$ cat src/rtl/servo_pkg.sv
// servo_pkg
// Shared definitions for the servo path. The pixel-to-PWM mapping stage and
// the PWM generator both import this package so that they agree on the
// width type and on the legal pulse-width limits.
//   pwm_width_t  : 21-bit pulse width in clock cycles
//   DEFAULT_*    : frame length and per-axis limits at 100 MHz
//   clampWidth   : limits a commanded width to [lo, hi]
//   centreWidth  : midpoint of a legal range, used as the reset position
package servo_pkg;

   typedef logic [20:0] pwm_width_t;

   localparam int DEFAULT_PERIOD   = 2000000;
   localparam int DEFAULT_MIN_W_X  = 125000;
   localparam int DEFAULT_MAX_W_X  = 375000;
   localparam int DEFAULT_MIN_W_Y  = 155000;
   localparam int DEFAULT_MAX_W_Y  = 290000;
   localparam int DEFAULT_MAX_STEP = 0;

   // The comparison is done on 22-bit signed copies so a large unsigned
   // command can never be mistaken for a small one.
   function automatic pwm_width_t clampWidth(input pwm_width_t w,
                                             input pwm_width_t lo,
                                             input pwm_width_t hi);
      logic signed [21:0] wSigned;
      logic signed [21:0] loSigned;
      logic signed [21:0] hiSigned;
      wSigned  = signed'({1'b0, w});
      loSigned = signed'({1'b0, lo});
      hiSigned = signed'({1'b0, hi});
      if (wSigned < loSigned) begin
         return lo;
      end else if (wSigned > hiSigned) begin
         return hi;
      end
      return w;
   endfunction

   function automatic pwm_width_t centreWidth(input int lo, input int hi);
      return pwm_width_t'((lo + hi) / 2);
   endfunction

endpackage

$ cat src/rtl/servo_pwm_gen_channel.sv
// servo_channel
// One servo axis: clamps incoming commands, holds the pending width, moves
// the active width toward it at each frame boundary (optionally slew
// limited) and drives the registered pin.
//   clk_in / rst_n_in : clock, synchronous active-low reset
//   valid_in, cmd_in  : new command for this axis
//   boundary_in       : high in the last cycle of a frame
//   next_count_in     : frame counter value for the coming cycle
//   next_enabled_in   : enable state for the coming cycle
//   pin_out           : PWM pin
//   width_out         : width currently being generated
module servo_channel
   import servo_pkg::*;
#(
   parameter int MIN_W    = DEFAULT_MIN_W_X,
   parameter int MAX_W    = DEFAULT_MAX_W_X,
   parameter int MAX_STEP = DEFAULT_MAX_STEP,
   parameter int CNT_W    = 21
) (
   input  logic             clk_in,
   input  logic             rst_n_in,
   input  logic             valid_in,
   input  pwm_width_t       cmd_in,
   input  logic             boundary_in,
   input  logic [CNT_W-1:0] next_count_in,
   input  logic             next_enabled_in,
   output logic             pin_out,
   output pwm_width_t       width_out
);

   localparam pwm_width_t         MIN_V    = pwm_width_t'(MIN_W);
   localparam pwm_width_t         MAX_V    = pwm_width_t'(MAX_W);
   localparam pwm_width_t         CENTRE_V = centreWidth(MIN_W, MAX_W);
   localparam logic signed [21:0] STEP_S   = 22'(MAX_STEP);

   pwm_width_t         clampedCmd;
   pwm_width_t         targetWidth;
   pwm_width_t         nextActive;
   pwm_width_t         pendingWidth;
   pwm_width_t         activeWidth;
   logic signed [21:0] activeSigned;
   logic signed [21:0] delta;

   // Work out where the active width goes at the boundary. A command arriving
   // in the boundary cycle itself bypasses the pending register so that it is
   // not delayed by a whole frame. With a nonzero step the width moves at most
   // STEP_S per frame toward the target; the target is already clamped, so the
   // result stays inside the legal range.
   always_comb begin
      clampedCmd   = clampWidth(cmd_in, MIN_V, MAX_V);
      targetWidth  = valid_in ? clampedCmd : pendingWidth;
      activeSigned = signed'({1'b0, activeWidth});
      delta        = signed'({1'b0, targetWidth}) - activeSigned;
      nextActive   = activeWidth;
      if (boundary_in) begin
         if ((MAX_STEP != 0) && (delta > STEP_S)) begin
            nextActive = pwm_width_t'(activeSigned + STEP_S);
         end else if ((MAX_STEP != 0) && (delta < -STEP_S)) begin
            nextActive = pwm_width_t'(activeSigned - STEP_S);
         end else begin
            nextActive = targetWidth;
         end
      end
   end

   // Pending/active registers and the pin. The pin is computed from the
   // counter, enable and width that will hold in the coming cycle, so it is
   // registered yet still rises exactly in the cnt==0 cycle.
   always_ff @(posedge clk_in) begin
      if (!rst_n_in) begin
         pendingWidth <= CENTRE_V;
         activeWidth  <= CENTRE_V;
         pin_out      <= 1'b0;
      end else begin
         if (valid_in) begin
            pendingWidth <= clampedCmd;
         end
         activeWidth <= nextActive;
         pin_out     <= next_enabled_in && (32'(next_count_in) < 32'(nextActive));
      end
   end

   assign width_out = activeWidth;

endmodule

$ cat src/rtl/servo_pwm_gen.sv
// servo_pwm_gen
// Two-axis servo PWM generator. A free-running frame counter produces one
// pulse per servo per frame; commands take effect only at frame boundaries.
//   clk_in, rst_n_in      : clock, synchronous active-low reset
//   enable_in             : pulse enable, taken at frame boundaries
//   valid_in, pwm_x_in/y  : new width commands (cycles)
//   servo_x_out/y_out     : PWM pins
//   frame_start_out       : strobe in the first cycle of each frame
//   width_x_out/y_out     : widths currently being generated
module servo_pwm_gen
   import servo_pkg::*;
#(
   parameter int PERIOD   = DEFAULT_PERIOD,
   parameter int MIN_W_X  = DEFAULT_MIN_W_X,
   parameter int MAX_W_X  = DEFAULT_MAX_W_X,
   parameter int MIN_W_Y  = DEFAULT_MIN_W_Y,
   parameter int MAX_W_Y  = DEFAULT_MAX_W_Y,
   parameter int MAX_STEP = DEFAULT_MAX_STEP
) (
   input  logic        clk_in,
   input  logic        rst_n_in,
   input  logic        enable_in,
   input  logic        valid_in,
   input  logic [20:0] pwm_x_in,
   input  logic [20:0] pwm_y_in,
   output logic        servo_x_out,
   output logic        servo_y_out,
   output logic        frame_start_out,
   output logic [20:0] width_x_out,
   output logic [20:0] width_y_out
);

   localparam int CNT_W = $clog2(PERIOD);

   logic [CNT_W-1:0] frameCount;
   logic [CNT_W-1:0] nextCount;
   logic             boundary;
   logic             enabled;
   logic             nextEnabled;

   // The last cycle of a frame is the boundary; the counter wraps there and
   // the enable input is only looked at on that edge.
   always_comb begin
      boundary    = (frameCount == CNT_W'(PERIOD - 1));
      nextCount   = boundary ? '0 : frameCount + CNT_W'(1);
      nextEnabled = boundary ? enable_in : enabled;
   end

   // Frame counter, enable latch and the frame-start strobe, which is high
   // in the cycle where the counter reads zero after a wrap.
   always_ff @(posedge clk_in) begin
      if (!rst_n_in) begin
         frameCount      <= '0;
         enabled         <= 1'b0;
         frame_start_out <= 1'b0;
      end else begin
         frameCount      <= nextCount;
         enabled         <= nextEnabled;
         frame_start_out <= boundary;
      end
   end

   servo_channel #(
      .MIN_W    (MIN_W_X),
      .MAX_W    (MAX_W_X),
      .MAX_STEP (MAX_STEP),
      .CNT_W    (CNT_W)
   ) xChannel (
      .clk_in          (clk_in),
      .rst_n_in        (rst_n_in),
      .valid_in        (valid_in),
      .cmd_in          (pwm_x_in),
      .boundary_in     (boundary),
      .next_count_in   (nextCount),
      .next_enabled_in (nextEnabled),
      .pin_out         (servo_x_out),
      .width_out       (width_x_out)
   );

   servo_channel #(
      .MIN_W    (MIN_W_Y),
      .MAX_W    (MAX_W_Y),
      .MAX_STEP (MAX_STEP),
      .CNT_W    (CNT_W)
   ) yChannel (
      .clk_in          (clk_in),
      .rst_n_in        (rst_n_in),
      .valid_in        (valid_in),
      .cmd_in          (pwm_y_in),
      .boundary_in     (boundary),
      .next_count_in   (nextCount),
      .next_enabled_in (nextEnabled),
      .pin_out         (servo_y_out),
      .width_out       (width_y_out)
   );

endmodule

$ cat config.mk
export PLATFORM = sky130hd
export DESIGN_NAME = servo_pwm_gen
export DESIGN_NICKNAME = d
export VERILOG_FILES = /design/src/rtl/servo_pkg.sv /design/src/rtl/servo_pwm_gen_channel.sv /design/src/rtl/servo_pwm_gen.sv
export SDC_FILE = /design/constraint.sdc
export NUM_CORES = 1
export LEC_CHECK = 0
export ABC_AREA = 1
export BUFFER_PORTS_ARGS = -buffer_cell sky130_fd_sc_hd__buf_2
export CORE_MARGIN = 1
export CORE_UTILIZATION = 52
export CTS_BUF_LIST = sky130_fd_sc_hd__clkbuf_16
export CTS_CLUSTER_DIAMETER = 30
export CTS_CLUSTER_SIZE = 16
export DETAILED_ROUTE_END_ITERATION = 12
export PLACE_DENSITY_LB_ADDON = 0.1
export SLEW_MARGIN = 0
export SYNTH_ARGS = -nofsm -noshare
export SYNTH_HDL_FRONTEND = slang
export SYNTH_SLANG_ARGS = --single-unit
$ cat constraint.sdc
create_clock -name clk_in -period 2.5 [get_ports clk_in]
set_input_delay 0 -clock clk_in [delete_from_list [all_inputs] [get_ports clk_in]]
set_output_delay 0 -clock clk_in [all_outputs]
set_load 0.01 [all_outputs]
==> reports/metrics.yaml <==
start_kind: "register"
tightest_slew_ps: 676
yosysTopAreaCell: "dfxtp_1"
clockBufferDepth: 2
clock_sinks: 109
crit_path_end_kind: "register"
core_um2: 11000
synth.distinct_cells: 49
synth_top_area_share: 0.364
holdWs_ps: 22.9
p_sw_mw: 0.823
firstDrtPassIters: 5
synthArstFlopShare: 0
dp_hpwl_um: 12800
area_growth_syn_to_layout_pct: 32.0
critical_path_class: "reg2reg"
setup_violations: 2
rsz0062_at_grt: "yes"
row_count: 38
grt_pass1_vias: 5669
clkSlewWorstSetupHoldPaths_ps: 70
stdcell_count: 1156
nNetsFinal: 1099
drive_gt1_frac: 0.341
static-leakage-power_nw: 3.75
numCtsBuffers: 9
ys_warn_count: 0
violations: "setup timing"
intPower_mw: 2.66
ant_nets: 0
grt_pass1_wl_um: 26100
pwr-share-clk: 0.392
synth_ff_type: "dfxtp_1"
syn_area_um2: 5990
synth_commonest_cells: "180 x nand2_1, 109 x dfxtp_1, 106 x nor2_1"
grt_max_degree: 34
outcome: "finished with violations"
tritoncts: "yes"
via_per_inst: 5.29
clk-insertion-delay-late_ps: 340
switching_share: 0.236
syn_area_per_cell_um2: 7.26
die-area_um2: 12000
die_height_um: 109
ir_drop_uv: 326
grt_usage: 0.284
seq_power_share: 0.511
fin_crit_ps: 2760
root_buffer: "clkbuf_16"
drt-initial-drc-count: 353
placedCellCount: 1125
synth.top_cells.by_area: "dfxtp_1 36%, nand2_1 11%, ha_1 8.6%, nor2_1 6.6%, inv_1 4.4%"
vias: 6115
cap_violations: 0
die_x_um: 109
finalSetupTns_ps: -520
finalWorstSetupSlack_ps: -265
n_fill_cell: 895
drt_wl_total_um: 17200
fin_crit_sh: 1.11
skew_ps: 7.80
crit_arrival_ps: 2990
antenna_found_initial: 0
grt-ovfl-total: 0
antenna_cells: 0
io_buffer_count: 90
fmax_mhz: 362
place_congestion: 0.959
synthesis.nets: 912
io_pins: 91
wl_per_cell_um: 14.8
finalPower_mw: 3.49
drc_errors: 0
p_comb_frac: 0.096
synth-edff-count: 0
synth_seq_cells: 109
yosysMostFrequentCell: "nand2_1"
initial_core_util: 0.543
htreeDepth: 3
timing.critical_path.fanout_max: 3
yosysSeqAreaShare: 0.364
holdCritPathClass: "in2reg"
power.density_nw_per_um2: 440
critPathRequiredTime_ps: 2730
netlist_instances: 825
finalHoldViolations: 0
drv_slew: 0
max_slew_margin: 0.549
-- routing by layer --
metal  part of all wire  up-vias  global-route usage  wire length, µm
met5                  0        -                   0                0
met1               0.45     2822               0.363             7750
li1                   -     3077                   -                -
met4              0.029        0               0.110              493
met3              0.046       37              0.0362              794
met2               0.47      179               0.486             8130
-- cells by family after synthesis --
group                    after synthesis  synth area share
AO/OA/AOI/OAI                        127             0.137
XOR/XNOR                               3           0.00438
adder cells (fa/ha/maj)               41            0.0856
buffers and inverters                114            0.0779
flip-flops                           109             0.364
multiplexers                           1           0.00167
AND/OR/NAND/NOR                      430             0.330
-- state kept, by name, indices dropped and copies added, names as in the netlist --
register,count
enabled,1
frameCount,21
frame_start_out,1
xChannel.pendingWidth,21
xChannel.pin_out,1
xChannel.width_out,21
yChannel.pendingWidth,21
yChannel.pin_out,1
yChannel.width_out,21
-- repair_timing --
action	in CTS	in global routing
endpoints found under the setup margin	2	2
resized for setup	3	38
pin swaps	4	20
endpoints found under the hold margin	8	0
hold buffers	8	0
setup buffers	1	7
-- critical path, stage by stage (launching register included) --
cell      delay, ps
dfxtp_2         360
ha_4            150
nand2_4          60
inv_4            60
nand2_4          50
inv_2            60
nand2_4          60
inv_4            70
nand4_4         100
nor3_4          230
nand2_2         110
o21ai_2         210
nor2_2           60
ha_1            310
nand4_1         120
or3_4           350
o21bai_1        170
nand3_1          70
a21oi_1          40
-- layout by cell type (no fill, tap or decap), types with 4 or more instances in the layout --
| master | count |
|---|---|
| ha_4 | 4 |
| nor3_1 | 13 |
| o21ai_2 | 27 |
| buf_4 | 100 |
| nand3_1 | 42 |
| nor2_1 | 102 |
| a21oi_1 | 35 |
| inv_2 | 16 |
| o21ai_1 | 11 |
| nor2_4 | 7 |
| or2_2 | 14 |
| nor2_2 | 18 |
| nor4_1 | 10 |
| dlygate4sd3_1 | 8 |
| nand2_2 | 14 |
| inv_4 | 4 |
| nand4_1 | 13 |
| nand2_4 | 4 |
| ha_1 | 37 |
| inv_1 | 69 |
| buf_2 | 90 |
| o21ai_0 | 32 |
| dfxtp_1 | 105 |
| clkbuf_16 | 9 |
| nand2_1 | 174 |
-- metrics by stage --
stage / area [µm²] / util / setup slack, ps
after detailed placement: 7310 / 0.663 / -238
after CTS: 7690 / 0.697 / -224
after global placement: 7310 / 0.663 / -119
final: 7910 / 0.717 / -265
after global routing: 7910 / 0.717 / -422
after floorplan: 6050 / - / -56.5
-- final timing paths --
check	startpoint	end	slack, ps	cells after the start
hold reg to reg	yChannel.pendingWidth[19]	yChannel.pendingWidth[19]	450	2
setup / recovery	frameCount[1]	yChannel.pin_out	-260	18
setup reg to reg	frameCount[1]	yChannel.pin_out	-260	18
hold / removal	pwm_y_in[4]	yChannel.pendingWidth[4]	20	5
-- cell type report --
type,count,area (µm²),area share
inverter,87,337,0.0425
tap,140,175,0.0221
clock buffer,9,225,0.0285
multi-input combinational,602,3570,0.451
clock inverter,6,57.6,0.00727
sequential,109,2190,0.277
timing repair buffer,203,1360,0.172
-- power groups by stage --
stage          logic (mW)  clock network, mW  registers, mW
2_1_floorplan       0.184                  0           1.82
3_3_place_gp        0.306                  0           1.82
3_5_place_dp        0.315                  0           1.82
4_1_cts             0.328               1.39           1.78
5_1_grt             0.372               1.47           1.78
6_report            0.336               1.37           1.78
Power figures use the tool's default switching activity.
